**src/rtl/mem_line_pkg.sv**
```systemverilog
// Shared definitions for the backing-memory line responder:
// FSM state encodings, line-offset width and line-base helper.
package mem_line_pkg;

  localparam int unsigned DEF_LINE_WORDS = 4;
  localparam int unsigned MAX_ADDR_W     = 32;
  localparam int unsigned CNT_W          = 4;

  typedef logic [1:0] state_t;

  localparam state_t ST_IDLE = 2'd0;
  localparam state_t ST_WAIT = 2'd1;
  localparam state_t ST_RESP = 2'd2;
  localparam state_t ST_WACK = 2'd3;

  function automatic int unsigned off_width(input int unsigned line_words);
    return $clog2(line_words);
  endfunction

  localparam int unsigned OFF_W = off_width(DEF_LINE_WORDS);

  // Clears the in-line offset bits so beats always start at the aligned base.
  function automatic logic [MAX_ADDR_W-1:0] line_base(
    input logic [MAX_ADDR_W-1:0] addr,
    input int unsigned           off_w
  );
    logic [MAX_ADDR_W-1:0] mask;
    mask = '1 << off_w;
    return addr & mask;
  endfunction

endpackage

```
**src/rtl/mem_line_array.sv**
```systemverilog
// Word storage: synchronous write port, asynchronous read port, no reset
// so contents survive a responder reset.
module mem_line_array #(
  parameter int unsigned ADDR_W = 8,
  parameter int unsigned DATA_W = 8
) (
  input  logic              clk,
  input  logic              wr_en,
  input  logic [ADDR_W-1:0] wr_addr,
  input  logic [DATA_W-1:0] wr_data,
  input  logic [ADDR_W-1:0] rd_addr,
  output logic [DATA_W-1:0] rd_data_c
);

  localparam int unsigned DEPTH = 1 << ADDR_W;

  logic [DATA_W-1:0] mem_q [DEPTH];

  always_ff @(posedge clk) begin
    if (wr_en) begin
      mem_q[wr_addr] <= wr_data;
    end
  end

  assign rd_data_c = mem_q[rd_addr];

endmodule

```
**src/rtl/mem_line_responder.sv**
```systemverilog
// Backing-memory responder: single-word writes and aligned line-fill reads
// with a fixed access latency and a backpressured response burst.
module mem_line_responder
  import mem_line_pkg::*;
#(
  parameter int unsigned ADDR_W     = 8,
  parameter int unsigned DATA_W     = 8,
  parameter int unsigned LINE_WORDS = 4,
  parameter int unsigned LATENCY    = 3
) (
  input  logic              clk,
  input  logic              rst_n,
  input  logic              req_valid,
  output logic              req_ready,
  input  logic              req_we,
  input  logic [ADDR_W-1:0] req_addr,
  input  logic [DATA_W-1:0] req_wdata,
  output logic              rsp_valid,
  input  logic              rsp_ready,
  output logic [DATA_W-1:0] rsp_data,
  output logic              rsp_last
);

  localparam int unsigned       LOFF_W    = off_width(LINE_WORDS);
  localparam logic [LOFF_W-1:0] LAST_BEAT = LOFF_W'(LINE_WORDS - 1);
  localparam logic [CNT_W-1:0]  WAIT_LOAD = CNT_W'(LATENCY - 1);

  state_t              state_q,     state_d;
  logic [CNT_W-1:0]    cnt_q,       cnt_d;
  logic [LOFF_W-1:0]   beat_q,      beat_d;
  logic                we_q,        we_d;
  logic [ADDR_W-1:0]   addr_q,      addr_d;
  logic [DATA_W-1:0]   wdata_q,     wdata_d;
  logic                req_ready_q, req_ready_d;
  logic                rsp_valid_q, rsp_valid_d;
  logic [DATA_W-1:0]   rsp_data_q,  rsp_data_d;
  logic                rsp_last_q,  rsp_last_d;

  logic                mem_we_c;
  logic [LOFF_W-1:0]   rd_beat_c;
  logic [ADDR_W-1:0]   rd_addr_c;
  logic [DATA_W-1:0]   rd_data_c;

  // Beat to be presented next: 0 when entering RESP, beat+1 while streaming.
  assign rd_beat_c = (state_q == ST_RESP) ? beat_q + LOFF_W'(1) : '0;
  assign rd_addr_c = ADDR_W'(line_base(MAX_ADDR_W'(addr_q), LOFF_W)) | ADDR_W'(rd_beat_c);

  mem_line_array #(
    .ADDR_W (ADDR_W),
    .DATA_W (DATA_W)
  ) u_array (
    .clk       (clk),
    .wr_en     (mem_we_c),
    .wr_addr   (req_addr),
    .wr_data   (req_wdata),
    .rd_addr   (rd_addr_c),
    .rd_data_c (rd_data_c)
  );

  always_comb begin
    state_d     = state_q;
    cnt_d       = cnt_q;
    beat_d      = beat_q;
    we_d        = we_q;
    addr_d      = addr_q;
    wdata_d     = wdata_q;
    req_ready_d = req_ready_q;
    rsp_valid_d = rsp_valid_q;
    rsp_data_d  = rsp_data_q;
    rsp_last_d  = rsp_last_q;
    mem_we_c    = 1'b0;

    case (state_q)
      ST_IDLE: begin
        if (req_valid) begin
          we_d        = req_we;
          addr_d      = req_addr;
          wdata_d     = req_wdata;
          cnt_d       = WAIT_LOAD;
          req_ready_d = 1'b0;
          mem_we_c    = req_we;
          state_d     = ST_WAIT;
        end
      end
      ST_WAIT: begin
        if (cnt_q == '0) begin
          rsp_valid_d = 1'b1;
          if (we_q) begin
            rsp_data_d = wdata_q;
            rsp_last_d = 1'b1;
            state_d    = ST_WACK;
          end else begin
            beat_d     = '0;
            rsp_data_d = rd_data_c;
            rsp_last_d = 1'b0;
            state_d    = ST_RESP;
          end
        end else begin
          cnt_d = cnt_q - CNT_W'(1);
        end
      end
      ST_RESP: begin
        if (rsp_ready) begin
          if (beat_q == LAST_BEAT) begin
            beat_d      = '0;
            rsp_valid_d = 1'b0;
            rsp_last_d  = 1'b0;
            req_ready_d = 1'b1;
            state_d     = ST_IDLE;
          end else begin
            beat_d     = rd_beat_c;
            rsp_data_d = rd_data_c;
            rsp_last_d = (rd_beat_c == LAST_BEAT);
          end
        end
      end
      ST_WACK: begin
        if (rsp_ready) begin
          rsp_valid_d = 1'b0;
          rsp_last_d  = 1'b0;
          req_ready_d = 1'b1;
          state_d     = ST_IDLE;
        end
      end
      default: begin
        state_d     = ST_IDLE;
        req_ready_d = 1'b1;
        rsp_valid_d = 1'b0;
        rsp_last_d  = 1'b0;
      end
    endcase
  end

  always_ff @(posedge clk or negedge rst_n) begin
    if (!rst_n) begin
      state_q     <= ST_IDLE;
      cnt_q       <= '0;
      beat_q      <= '0;
      we_q        <= 1'b0;
      addr_q      <= '0;
      wdata_q     <= '0;
      req_ready_q <= 1'b1;
      rsp_valid_q <= 1'b0;
      rsp_data_q  <= '0;
      rsp_last_q  <= 1'b0;
    end else begin
      state_q     <= state_d;
      cnt_q       <= cnt_d;
      beat_q      <= beat_d;
      we_q        <= we_d;
      addr_q      <= addr_d;
      wdata_q     <= wdata_d;
      req_ready_q <= req_ready_d;
      rsp_valid_q <= rsp_valid_d;
      rsp_data_q  <= rsp_data_d;
      rsp_last_q  <= rsp_last_d;
    end
  end

  assign req_ready = req_ready_q;
  assign rsp_valid = rsp_valid_q;
  assign rsp_data  = rsp_data_q;
  assign rsp_last  = rsp_last_q;

endmodule
```
**config.mk**
```make
export PLATFORM = sky130hd
export DESIGN_NAME = mem_line_responder
export DESIGN_NICKNAME = d
export VERILOG_FILES = /design/src/rtl/mem_line_pkg.sv /design/src/rtl/mem_line_array.sv /design/src/rtl/mem_line_responder.sv
export SDC_FILE = /design/constraint.sdc
export NUM_CORES = 2
export LEC_CHECK = 0
export ABC_AREA = 1
export CAP_MARGIN = 25
export CORE_UTILIZATION = 35
export CTS_BUF_LIST = sky130_fd_sc_hd__clkbuf_4 sky130_fd_sc_hd__clkbuf_8 sky130_fd_sc_hd__clkbuf_16
export DETAILED_ROUTE_END_ITERATION = 7
export PLACE_DENSITY = 0.45
export SYNTH_ARGS = -nofsm -noshare
export SYNTH_HDL_FRONTEND = slang
export SYNTH_SLANG_ARGS = --single-unit
```
**constraint.sdc**
```tcl
create_clock -name clk -period 5 [get_ports clk]
set_input_delay 1.25 -clock clk [delete_from_list [all_inputs] [get_ports clk]]
set_output_delay 1.25 -clock clk [all_outputs]
set_load 0.005 [all_outputs]
```
==> summary.log <==
INFO  sta            total_negative_setup_slack=0ns
INFO  clocking       clkTransAtPathRegs=0.06ns
INFO  global_routing number_of_global_route_vias_before_repair=59500
INFO  logic_synthesis post_synth_instance_area=0.0898sqmm
INFO  sta            clock.fmax=256MHz
INFO  routing        wl_per_cell=22.9um
INFO  min_path       hold_path.startpoint=wdata_q[0]$_DFFE_PN0P_
INFO  sta            transition_time_of_the_tightest_slew_check_pin=0.978ns
INFO  logic_synthesis synth.net_count=8527
INFO  clocking       clk_latency=0.86ns
INFO  sta            finalSetupViolCount=0
INFO  floorplan      initial_core_util=0.353
INFO  placement      dpl-instance-area=0.0951sqmm
INFO  worst_setup_path startpoint_type=input port
INFO  worst_setup_path endpoint_kind=flip-flop
INFO  cells_and_area layout.cells.most_common_list=sky130_fd_sc_hd__nand2_1, sky130_fd_sc_hd__edfxtp_1, sky130_fd_sc_hd__nand3_1, sky130_fd_sc_hd__inv_1, sky130_fd_sc_hd__nor2_1
INFO  global_routing global_route.usage.total=0.213
INFO  floorplan      floorplan.core_area=0.255sqmm
INFO  cells_and_area finalInstanceArea=0.103sqmm
INFO  cells_and_area final_net_count=8572
INFO  clocking       max-clock-path-buffers=3
INFO  global_routing initial_antenna_violation_count=17
INFO  global_routing grt_remaining_overflow=0
INFO  pwr            cellInternalPower=34.3mW
INFO  sta            final_period_minus_worst_setup_slack=3.91ns
INFO  worst_setup_path worstPathArrival=4.39ns
INFO  clocking       root_buffer=sky130_fd_sc_hd__clkbuf_16
INFO  worst_setup_path worst_ep_required_time=5.48ns
INFO  pwr            pwr-share-seq=0.356
INFO  min_path       class_of_the_tightest_hold_or_removal_check=flip-flop to flip-flop
INFO  floorplan      die_height=509um
INFO  logic_synthesis synthesis.area_per_instance=10.6squm
INFO  worst_setup_path max_stage_delay=0.63ns
INFO  routing        dr_total_vias=60100
INFO  logic_synthesis yosysSeqAreaShare=0.694
INFO  pwr            peakVddDrop=0.424mV
INFO  worst_setup_path worst_path_max_delay_cell=sky130_fd_sc_hd__nor2_1
INFO  floorplan      fp.dieW=509um
INFO  clocking       cts_repair_resize_count=0
INFO  worst_setup_path crit_path_cell_trace=clkdlybuf4s50_1 -> inv_1 -> nand3_1 -> nand2_1 -> nor4_4 -> nand2_2 -> nor2_2 -> nand2_1 -> inv_2 -> buf_4 -> nand2_1 -> nor2_1
INFO  worst_setup_path path_common_cell=sky130_fd_sc_hd__nand2_1
INFO  logic_synthesis synth_cell_type_count=33
INFO  logic_synthesis yosys_warnings=0
INFO  sta            hold_violations=0
INFO  sta            fin_worst_hold_slack=0.481ns
INFO  worst_setup_path startpoint=rsp_ready
INFO  pwr            power.share.switching=0.378
INFO  clocking       cts_tree=yes
INFO  sta            post-route-period-util=0.782
INFO  floorplan      row_count=185
INFO  pwr            power_frac_clock=0.305
INFO  sta            fin_skew=0.0229ns
INFO  run            drv_cap=0
INFO  clocking       htree_num_levels=4
INFO  pwr            power.total=55.2mW
INFO  placement      hpwl=168000um
INFO  placement      routabilityCongestion=0.845
INFO  pwr            power.switching=20.9mW
INFO  floorplan      fp.dieArea=0.259sqmm
INFO  worst_setup_path cell_count_of_the_worst_reg_to_reg_path=14
INFO  sta            max_slew_margin=0.348
INFO  cells_and_area area_added_between_synthesis_and_finish=14.3%
INFO  routing        post_drt_via_cell_ratio=4.97
INFO  routing        remaining_drc_errors=0
INFO  min_path       cells_on_worst_hold_path=2
INFO  outcome        run_status=finished, final reports clean
INFO  floorplan      num_io_pins=32
INFO  clocking       cts_buffers=225
INFO  routing        detail_route.iter0.violations=5254
INFO  worst_setup_path crit_type=input port to flip-flop
INFO  clocking       cts_setup_buffers=0
INFO  routing        detail_route.first_pass.iterations=6
INFO  global_routing maximum_number_of_pins_on_one_net_before_global_route_repair=116
INFO  pwr            power.leakage=41.2nW
INFO  sta            grt_setup_unrepaired=no
INFO  worst_setup_path cp_max_fo=11
INFO  cells_and_area share_of_cells_above_drive_strength_1=0.0778
INFO  cells_and_area final_common_cell=sky130_fd_sc_hd__nand2_1
INFO  clocking       postCtsHoldBufs=0
INFO  worst_setup_path worst_r2r_startpoint=beat_q[0]$_DFFE_PN0P_
INFO  cells_and_area layout.cells.non_filler=12100
INFO  global_routing global_route_wire_length_before_repair=403000um
INFO  routing        route.antenna.remaining_nets=0
INFO  sta            final_max_slew_viol_count=0
INFO  logic_synthesis syn_inst=8503
INFO  routing        drt-total-wl=277000um
INFO  clocking       cts_num_sinks=2082
INFO  placement      placedCellCount=11700
INFO  placement      port-buffer-count=31
INFO  pwr            pwr_density_cell=538mW/mm^2
INFO  pwr            combPwrFrac=0.339
INFO  logic_synthesis synth-seq-cells=2082
==> worst paths after layout <==
check	slack (ns)	end
setup / recovery	1.09	u_array.mem_q[3][3]$_DFFE_PP_
hold / removal	0.48	wdata_q[0]$_DFFE_PN0P_
setup reg to reg	1.19	rsp_data[5]$_DFFE_PN0P_
hold reg to reg	0.48	wdata_q[0]$_DFFE_PN0P_
max in group asynchronous	3.73	addr_q[4]$_DFFE_PN0P_
min in group asynchronous	0.54	cnt_q[0]$_DFFE_PN0P_
==> synthesized netlist by cell type <==
master / instances / area share
sky130_fd_sc_hd__nand4_1: 2 / 0.00014
sky130_fd_sc_hd__nand3_1: 1633 / 0.091
sky130_fd_sc_hd__nor2_2: 3 / 0.00021
sky130_fd_sc_hd__ha_1: 3 / 0.00042
sky130_fd_sc_hd__buf_6: 1 / 0.00013
sky130_fd_sc_hd__clkinv_1: 3 / 0.00013
sky130_fd_sc_hd__edfxtp_1: 2048 / 0.68
sky130_fd_sc_hd__buf_8: 1 / 0.00017
sky130_fd_sc_hd__o31ai_1: 1 / 0.000084
sky130_fd_sc_hd__buf_4: 2 / 0.00017
sky130_fd_sc_hd__buf_1: 73 / 0.0031
sky130_fd_sc_hd__a21oi_1: 8 / 0.00045
sky130_fd_sc_hd__nand2_2: 5 / 0.00035
sky130_fd_sc_hd__nand2_4: 7 / 0.00088
sky130_fd_sc_hd__inv_1: 1411 / 0.059
sky130_fd_sc_hd__nand2_1: 2146 / 0.090
sky130_fd_sc_hd__xor2_1: 1 / 0.000098
sky130_fd_sc_hd__buf_2: 224 / 0.012
sky130_fd_sc_hd__inv_2: 6 / 0.00025
sky130_fd_sc_hd__nor4_4: 1 / 0.00024
sky130_fd_sc_hd__a31oi_1: 1 / 0.000070
sky130_fd_sc_hd__nor2_1: 420 / 0.018
sky130_fd_sc_hd__o22ai_1: 1 / 0.000070
sky130_fd_sc_hd__o211ai_1: 193 / 0.016
sky130_fd_sc_hd__nor3b_1: 1 / 0.000084
sky130_fd_sc_hd__a31oi_2: 1 / 0.00014
sky130_fd_sc_hd__nor3_1: 4 / 0.00022
sky130_fd_sc_hd__dfrtp_1: 33 / 0.0092
sky130_fd_sc_hd__o21ai_0: 90 / 0.0050
sky130_fd_sc_hd__dfstp_2: 1 / 0.00029
sky130_fd_sc_hd__nor4_1: 1 / 0.000070
sky130_fd_sc_hd__mux2_2: 1 / 0.00013
sky130_fd_sc_hd__clkbuf_1: 177 / 0.0074
==> power groups by stage <==
stage	Clock (mW)	Sequential, mW	Combinational (mW)
floorplan	0	19.7	11.4
global placement	0	20.0	18.7
detailed placement	0	20.0	18.8
CTS	17.2	19.7	18.8
global route	17.8	19.7	20.3
finish	16.9	19.7	18.7
==> routing by layer <==
layer | global-route usage | vias up | share of wire | routed length [um]
met5 | 0 | - | 0.000047 | 13
met4 | 0.0606 | 2 | 0.027 | 7400
met3 | 0.0318 | 379 | 0.057 | 15900
met2 | 0.351 | 1671 | 0.47 | 131000
met1 | 0.291 | 29800 | 0.44 | 123000
li1 | - | 28300 | - | -
==> layout make-up <==
class                   instances  area [sq um]
flip-flops and latches       2082         62400
clock inverters               133          1390
well taps                    3366          4210
diodes                          5          12.5
fillers                     24700        152000
clock buffers                 276          6080
inverters                    1420          5350
repair buffers                296          3100
multi-input cells            4523         20100
==> per-stage QoR <==
| stage | utilization | worst slack (ns) |
|---|---|---|
| 4_1_cts | 0.403 | 1.13 |
| 5_1_grt | 0.403 | 0.937 |
| 6_report | 0.403 | 1.09 |
| 3_3_place_gp | 0.374 | 0.213 |
| 3_5_place_dp | 0.374 | 0.210 |
| 2_1_floorplan | - | 1.69 |
==> cells by family (layout without fill, tap and decap cells) <==
kind of cell / Yosys count / after routing / share of synthesized area
simple gates: 4223 / 4223 / 0.200
compound gates: 295 / 295 / 0.0220
other cells: 0 / 5 / 0
mux: 1 / 1 / 0.000125
buf+inv: 1898 / 2125 / 0.0827
xor+xnor: 1 / 1 / 0.0000975
fa+ha+maj: 3 / 3 / 0.000418
flops: 2082 / 2082 / 0.694
==> registers in the layout (all words and copies together), names as in the netlist <==
register	count
u_array.mem_q	2048
beat_q	2
we_q	1
req_ready	1
cnt_q	4
rsp_valid	1
wdata_q	8
state_q	2
rsp_data	8
addr_q	6
rsp_last	1
==> critical path: cells and delay by family <==
kind | cells | cell delay (ns)
AND/OR/NAND/NOR | 8 | 1.87
buffers and inverters | 4 | 1.24
Power figures use the tool's default switching activity.
